**config.mk**
```make
export PLATFORM = sky130hd
export DESIGN_NAME = reaction_round_ctrl_flat
export DESIGN_NICKNAME = d
export VERILOG_FILES = /design/src/rtl/reaction_round_if.sv /design/src/rtl/reaction_round_ctrl.sv /design/src/flat_wrapper.sv
export SDC_FILE = /design/constraint.sdc
export NUM_CORES = 1
export LEC_CHECK = 0
export CAP_MARGIN = 10
export CORE_MARGIN = 5
export CORE_UTILIZATION = 44
export CTS_BUF_LIST = sky130_fd_sc_hd__clkbuf_8
export DETAILED_ROUTE_END_ITERATION = 7
export PLACE_DENSITY = 0.75
export SETUP_SLACK_MARGIN = 0.05
export SLEW_MARGIN = 20
export SYNTH_ARGS = -nofsm -noshare
export SYNTH_HDL_FRONTEND = slang
export SYNTH_SLANG_ARGS = --single-unit
```
**constraint.sdc**
```tcl
create_clock -name clk -period 4 [get_ports clk]
set_input_delay 0.8 -clock clk [delete_from_list [all_inputs] [get_ports clk]]
set_output_delay 0.8 -clock clk [all_outputs]
set_load 0.02 [all_outputs]
```
**src/rtl/reaction_round_if.sv**
```systemverilog
// Button/switch inputs and round status outputs of the reaction-round controller.
// The master drives buttons and delay; the slave (controller) drives LED and results.
interface reaction_round_if;
  logic       start;
  logic       react;
  logic [7:0] delay_sel;
  logic       led;
  logic       busy;
  logic [9:0] result;
  logic       result_valid;
  logic       foul;
  logic [9:0] best;
  logic       best_valid;

  modport master (
    output start, react, delay_sel,
    input  led, busy, result, result_valid, foul, best, best_valid
  );

  modport slave (
    input  start, react, delay_sel,
    output led, busy, result, result_valid, foul, best, best_valid
  );
endinterface

```
**src/rtl/reaction_round_ctrl.sv**
```systemverilog
// One reaction-time round: arm, timed delay, stimulus LED, centisecond reaction measurement.
// Define REACTION_BEST_TIME_EN to track the best (lowest) valid result since reset.
module reaction_round_ctrl #(
  parameter int unsigned TICK_DIV = 500000,
  parameter int unsigned MAX_CS   = 999
) (
  input logic              clk,
  input logic              key0,
  reaction_round_if.slave  bus
);

  localparam int unsigned PW = (TICK_DIV > 1) ? $clog2(TICK_DIV) : 1;
  localparam logic [PW-1:0] PRESC_MAX = PW'(TICK_DIV - 1);
  localparam logic [14:0]   CS_MAX    = 15'(MAX_CS);

  typedef enum logic [2:0] {StIdle, StArmed, StStim, StDone, StFoul} state_e;

  state_e        state_q;
  logic [PW-1:0] presc_q;
  logic [14:0]   cs_q;
  logic          start_prev_q, react_prev_q;
  logic          led_q, busy_q, result_valid_q, foul_q;
  logic [9:0]    result_q;

  logic        start_edge, react_edge, tick;
  logic [15:0] delay_cs;

  always_comb begin
    start_edge = bus.start & ~start_prev_q;
    react_edge = bus.react & ~react_prev_q;
    tick       = (presc_q == PRESC_MAX);
    delay_cs   = 16'(bus.delay_sel) * 16'd100;
  end

`ifdef REACTION_BEST_TIME_EN
  logic [9:0] best_q;
  logic       best_valid_q;
  assign bus.best       = best_q;
  assign bus.best_valid = best_valid_q;
`else
  assign bus.best       = '0;
  assign bus.best_valid = 1'b0;
`endif

  assign bus.led          = led_q;
  assign bus.busy         = busy_q;
  assign bus.result       = result_q;
  assign bus.result_valid = result_valid_q;
  assign bus.foul         = foul_q;

  always_ff @(posedge clk) begin
    if (!key0) begin
      state_q        <= StIdle;
      presc_q        <= '0;
      cs_q           <= '0;
      // Previous values reset high so a button held through reset gives no edge.
      start_prev_q   <= 1'b1;
      react_prev_q   <= 1'b1;
      led_q          <= 1'b0;
      busy_q         <= 1'b0;
      result_valid_q <= 1'b0;
      foul_q         <= 1'b0;
      result_q       <= '0;
`ifdef REACTION_BEST_TIME_EN
      best_q         <= '0;
      best_valid_q   <= 1'b0;
`endif
    end else begin
      start_prev_q <= bus.start;
      react_prev_q <= bus.react;
      case (state_q)
        StIdle, StDone, StFoul: begin
          if (start_edge) begin
            state_q        <= StArmed;
            presc_q        <= '0;
            cs_q           <= '0;
            result_q       <= '0;
            busy_q         <= 1'b1;
            result_valid_q <= 1'b0;
            foul_q         <= 1'b0;
          end
        end
        StArmed: begin
          if (react_edge) begin
            state_q <= StFoul;
            presc_q <= '0;
            busy_q  <= 1'b0;
            foul_q  <= 1'b1;
          end else if ({1'b0, cs_q} == delay_cs) begin
            state_q <= StStim;
            presc_q <= '0;
            cs_q    <= '0;
            led_q   <= 1'b1;
          end else begin
            presc_q <= tick ? '0 : presc_q + PW'(1);
            if (tick) cs_q <= cs_q + 15'd1;
          end
        end
        StStim: begin
          if (react_edge || cs_q == CS_MAX) begin
            state_q        <= StDone;
            presc_q        <= '0;
            led_q          <= 1'b0;
            busy_q         <= 1'b0;
            result_valid_q <= 1'b1;
            // Reaction takes the pre-increment count; a same-cycle tick is dropped.
            result_q       <= cs_q[9:0];
`ifdef REACTION_BEST_TIME_EN
            if (cs_q != CS_MAX && (!best_valid_q || cs_q[9:0] < best_q)) begin
              best_q       <= cs_q[9:0];
              best_valid_q <= 1'b1;
            end
`endif
          end else begin
            presc_q <= tick ? '0 : presc_q + PW'(1);
            if (tick) cs_q <= cs_q + 15'd1;
          end
        end
        default: state_q <= StIdle;
      endcase
    end
  end

endmodule

```
**src/flat_wrapper.sv**
```systemverilog
// flat-port wrapper written by rule: the top's interface ports become plain ports
module reaction_round_ctrl_flat 
#(
  parameter int unsigned TICK_DIV = 500000,
  parameter int unsigned MAX_CS   = 999
)
  (clk, key0, bus_start, bus_react, bus_delay_sel, bus_led, bus_busy, bus_result, bus_result_valid, bus_foul, bus_best, bus_best_valid);
  reaction_round_if bus_i ();
  input logic clk;
  input logic key0;
  input wire logic [$bits(bus_i.start)-1:0] bus_start;
  input wire logic [$bits(bus_i.react)-1:0] bus_react;
  input wire logic [$bits(bus_i.delay_sel)-1:0] bus_delay_sel;
  output wire logic [$bits(bus_i.led)-1:0] bus_led;
  output wire logic [$bits(bus_i.busy)-1:0] bus_busy;
  output wire logic [$bits(bus_i.result)-1:0] bus_result;
  output wire logic [$bits(bus_i.result_valid)-1:0] bus_result_valid;
  output wire logic [$bits(bus_i.foul)-1:0] bus_foul;
  output wire logic [$bits(bus_i.best)-1:0] bus_best;
  output wire logic [$bits(bus_i.best_valid)-1:0] bus_best_valid;
  assign bus_i.start = bus_start;
  assign bus_i.react = bus_react;
  assign bus_i.delay_sel = bus_delay_sel;
  assign bus_led = bus_i.led;
  assign bus_busy = bus_i.busy;
  assign bus_result = bus_i.result;
  assign bus_result_valid = bus_i.result_valid;
  assign bus_foul = bus_i.foul;
  assign bus_best = bus_i.best;
  assign bus_best_valid = bus_i.best_valid;
  reaction_round_ctrl #(.TICK_DIV(TICK_DIV), .MAX_CS(MAX_CS)) u_core (.clk(clk), .key0(key0), .bus(bus_i));
endmodule
```
# ---- Word level (Yosys, flattened, before mapping)
# Cells that the tools add are included.
dict set report word_totals {
  elab_cells 77
  in_bits 12
  romBits 0
  ff_bits 53
  output_inout_bits 25
  ram_bits 0
  latch_bits 0
  n_memories 0
}
dict set report op_classes {
  order_cmp 0
  shifts 0
  n_div 0
  muxes 32
  multipliers 1
  n_addsub 2
  n_reduce_logical 14
  n_eq_ne 14
  bitwise_logic 4
}
# operator n
set ops {}
lappend ops {{$mux W19} 5}
lappend ops {{$mux W15} 5}
lappend ops {{$pmux W19 S3} 1}
lappend ops {{$pmux W15 S3} 1}
lappend ops {{$mux W10} 2}
lappend ops {{$pmux W10 S2} 1}
lappend ops {{$add A19 B1 Y19 const B} 1}
lappend ops {{$eq A19 B19 Y1 const B} 1}
lappend ops {{$add A15 B1 Y15 const B} 1}
lappend ops {{$eq A15 B10 Y1 const B} 1}
lappend ops {{$eq A15 B15 Y1} 1}
lappend ops {{$mul A8 B5 Y13 const B} 1}
lappend ops {{$mux W3} 4}
lappend ops {{$reduce_and A4 Y1} 3}
lappend ops {{$pmux W3 S3} 1}
lappend ops {{$reduce_and A3 Y1} 3}
lappend ops {{$mux W1} 8}
lappend ops {{$ne A2 B1 Y1 const B} 4}
lappend ops {{$eq A3 B2 Y1 const B} 2}
lappend ops {{$pmux W1 S2} 3}
lappend ops {{$reduce_bool A2 Y1} 3}
lappend ops {{$ne A2 B2 Y1 const B} 2}
lappend ops {{$eq A3 B1 Y1 const B} 1}
lappend ops {{$eq A3 B3 Y1 const B} 1}
lappend ops {{9 further kinds} 11}

# ---- Depth between registers and ports, before layout
dict set report logic_depth {
  ltp_word 5
  ltp_mapped 16
  mapped_depth_nobuf 14
}

# ---- Worst setup path after synthesis
# OpenSTA, ideal clock, no wires.
dict set report synth_timing {
  kind {in2reg}
  start {input bus_delay_sel[2]}
  end {register u_core.cs_q[10]}
  setup_ns 0.115
  path_buffers 1
  arrival_ns 3.862
  cell_stages 13
  slack_ns 0.023
  path_cell_list {ha_1 > ha_1 > fa_1 > ha_1 > nor2b_1 > o2111ai_1 > a31oi_1 > xnor2_1 > nor3_1 > nor3_1 > o31ai_4 > buf_6 > nor2_1}
}
dict set report synth_via {
  elab_chain_cells 5
}
# item line_no
set synth_rtl {}
lappend synth_rtl {{from (decl)} flat_wrapper.sv:13} ;# input wire logic [$bits(bus_i.delay_sel)-1:0] bus_delay_sel;
lappend synth_rtl {{$mul A8 B5 Y13} reaction_round_ctrl.sv:32} ;# delay_cs = 16'(bus.delay_sel) * 16'd100;
lappend synth_rtl {{$eq A15 B15 Y1} reaction_round_ctrl.sv:89} ;# end else if ({1'b0, cs_q} == delay_cs) begin
lappend synth_rtl {{$mux W15} reaction_round_ctrl.sv:89}
lappend synth_rtl {{$mux W15} reaction_round_ctrl.sv:84} ;# if (react_edge) begin
lappend synth_rtl {{$pmux W15 S3} reaction_round_ctrl.sv:71} ;# case (state_q)
lappend synth_rtl {{to (signal assigned)} reaction_round_ctrl.sv:96} ;# if (tick) cs_q <= cs_q + 15'd1;
lappend synth_rtl {{to (signal assigned)} reaction_round_ctrl.sv:116} ;# if (tick) cs_q <= cs_q + 15'd1;
lappend synth_rtl {{to (decl)} reaction_round_ctrl.sv:20} ;# logic [14:0] cs_q;
# Every way passes these cells. The select of a mux whose other input is x is not followed.
# A chain may end at the register's enable or synchronous reset.

# ---- Worst setup path in the final report
dict set report layout_timing {
  start {input bus_delay_sel[7]}
  end {register u_core.cs_q[2]}
}
# Same word-level chain as after synthesis.

==> impl_metrics.toml <==
[grt]
grt-ovfl-total = 0
busiest_layer = "met2"
grt_pass1_wl_mm = 13.0
grt_pass1_vias = 2828
antenna_found_initial = 0
use_met2_pct = 25.6
gr-usage-met3_pct = 2.05
grt_use_met1_pct = 21.7
grt_max_degree = 25
gr-usage-all-layers_pct = 15.7

[power]
combPwrFrac_pct = 30.4
swShare_pct = 28.8
seq_power_share_pct = 40.9
intPower_uw = 933
power_switching_uw = 378
leakagePower_uw = 0.00165
power_density_nw_per_um2 = 304
clock_power_share_pct = 28.7
vdd_drop_max_uv = 187

[timing]
relSlewSlack_pct = 62.2
hold_viol_final = 0
rsz0062_at_grt = "false"
fmax_mhz = 262
finalSetupViolations = 0
finalCritPeriodShare_pct = 95.3
period_minus_slack_ps = 3810
setup_tns_ps = 0
skew_ps = 7.36
tightest_slew_ps = 563
maxSlewViolCount = 0

[cts]
clk_latency_ps = 300
clock_path_buffers = 2
cts_tree = "built"
cts_sinks = 53
clk_pin_slew_ps = 100
cts_buffers = 5
cts_root_buf = "clkbuf_8"
htreeDepth = 2

[synth]
synthFlopType = "dfxtp_1"
yosys_warnings = 0
ys_async_sr_fraction_pct = 0
syn_avg_cell_area_um2 = 8.60
syn_area_um2 = 3470
synth.largest_area_cell = "dfxtp_1"
synth_cell_types = 54
ys_ff_latch = 53
synthCells = 404
synth_seq_area_share_pct = 30.5
synth_area_leaders = "dfxtp_1 31%, ha_1 12%, xnor2_1 4.8%"
synth.top_cell.area_share_pct = 30.5
synth_edf_count = 0

[placed_design]
gp_congestion = 0.869
dp.cells = 534
dpl_cell_area_um2 = 3900
dp_hpwl_mm = 5.53
numPortBuffers = 25

[floorplanning]
core-area_um2 = 7730
rows = 32
pin_count = 37
dieWidth_um = 98.8
die_area_um2 = 9770
die_h_um = 98.8
start_util_pct = 44.9

[detailed_routing]
drtPass1Iterations = 4
drt_iter0_drc = 145
ant_nets = 0
totalWireLength_mm = 8.03
vias_per_cell = 5.47
num_vias = 2987
wire_per_inst_um = 14.7
drc = 0

[cells_and_area]
final_area_um2 = 4310
nFillCells = 664
layout_commonest_cell = "dfxtp_1"
final_cell_mix = "53 x dfxtp_1, 32 x nor2_1, 29 x nand2_1"
area_growth_pct = 24.1
final_layout_size_suffix_gt1_share_pct = 16.4
layout.nets = 490
instances_no_fill = 546
insertedDiodeCount = 0

[critical_path]
setup.worst_path.end_class = "register"
critPathRequiredTime_ps = 4200
critPathKind = "input pin to register"
critPathArrivalTime_ps = 4010
critPathLaunchType = "input pin"
critPathMaxFanout = 8

[min_path]
hold_class = "register to register"

[status]
outcome = "complete, no violations"

[flow_run]
drv_cap = 0
==> cells in the mapped netlist (3+ instances only) <==
library cell / number
xor2_1: 15
a21oi_1: 23
buf_6: 4
and3_1: 15
o21ai_0: 13
nor2_1: 32
nor3_1: 10
buf_4: 11
nand2_1: 29
mux2i_1: 4
a31oi_1: 10
clkbuf_1: 10
inv_1: 13
a22oi_1: 10
buf_2: 3
xnor2_1: 19
nor2b_1: 18
dfxtp_1: 53
nand2b_1: 10
nand4_1: 8
ha_1: 32
and2_1: 3
fa_1: 3
o21a_1: 4
nand3_1: 16
==> final timing paths <==
check / start / end / slack [ps] / depth (start not counted)
min reg2reg: u_core.presc_q[18] / u_core.presc_q[18] / 480 / 1
min: u_core.presc_q[18] / u_core.presc_q[18] / 480 / 1
max reg2reg: u_core.cs_q[3] / u_core.cs_q[12] / 1260 / 8
max: bus_delay_sel[7] / u_core.cs_q[2] / 190 / 16
==> flip-flops by register name, summed over array words and instances (netlist names) <==
name,cells
u_core.react_prev_q,1
u_core.state_q,3
u_core.cs_q,15
u_core.bus.result,10
u_core.bus.busy,1
u_core.start_prev_q,1
u_core.presc_q,19
u_core.bus.led,1
u_core.bus.result_valid,1
u_core.bus.foul,1
==> cell families after synthesis <==
group / Yosys count / synth area share [%]
XOR/XNOR: 34 / 8.57
AO/OA/AOI/OAI: 79 / 15.6
buffers and inverters: 41 / 6.59
flip-flops: 53 / 30.5
multiplexers: 6 / 1.80
adder cells (fa/ha/maj): 35 / 13.3
other: 1 / 0.108
AND/OR/NAND/NOR: 155 / 23.5
==> per-layer routing <==
metal  wire length [µm]  up-vias
met2               3890       90
met3                332       10
li1                   -     1490
met5                  0        -
met1               3680     1397
met4                126        0
==> cell type report <==
cell class | instances | area (µm²) | share of cell area (%)
multi-input cells | 320 | 2470 | 57.4
flip-flops and latches | 53 | 1060 | 24.6
inverters | 13 | 48.8 | 1.13
well taps | 102 | 128 | 2.96
clock buffers | 6 | 82.6 | 1.92
clock inverters | 2 | 37.5 | 0.871
repair buffers | 50 | 478 | 11.1
==> power groups by stage <==
stage	clock, µW	sequential [µW]	combinational, µW
global placement	0	548	290
CTS	385	536	343
finish	377	536	398
detailed placement	0	549	298
floorplan	0	546	217
global route	409	538	435
==> critical path: stages <==
cell and delay [ps]:
clkdlybuf4s50_1 450, ha_1 290, inv_1 40, ha_1 320, ha_4 260, ha_4 280, nand4_1 130, a21oi_2 170
o21a_1 170, o221ai_2 130, nor3_2 300, nor3_2 100, o31ai_4 260, buf_4 160, buf_12 110, nor2_1 40
==> metrics by stage <==
step | utilization (%) | power [µW] | hold slack [ps] | setup slack [ps]
5_1_grt | 55.8 | 1380 | 528 | 57.7
2_1_floorplan | - | 763 | 434 | 110
6_report | 55.8 | 1310 | 480 | 190
3_5_place_dp | 50.4 | 847 | 465 | -481
3_3_place_gp | 50.4 | 839 | 459 | -409
4_1_cts | 53.4 | 1260 | 482 | 83.7
==> repair_timing <==
| action | CTS | global route |
|---|---|---|
| pin swaps | 14 | 16 |
| endpoints found under the setup margin | 35 | 37 |
| buffers inserted | 3 | 0 |
| gates resized for setup | 19 | 32 |
| gates cloned | 1 | 0 |
| hold buffers | 0 | 0 |
Power figures use the tool's default switching activity.
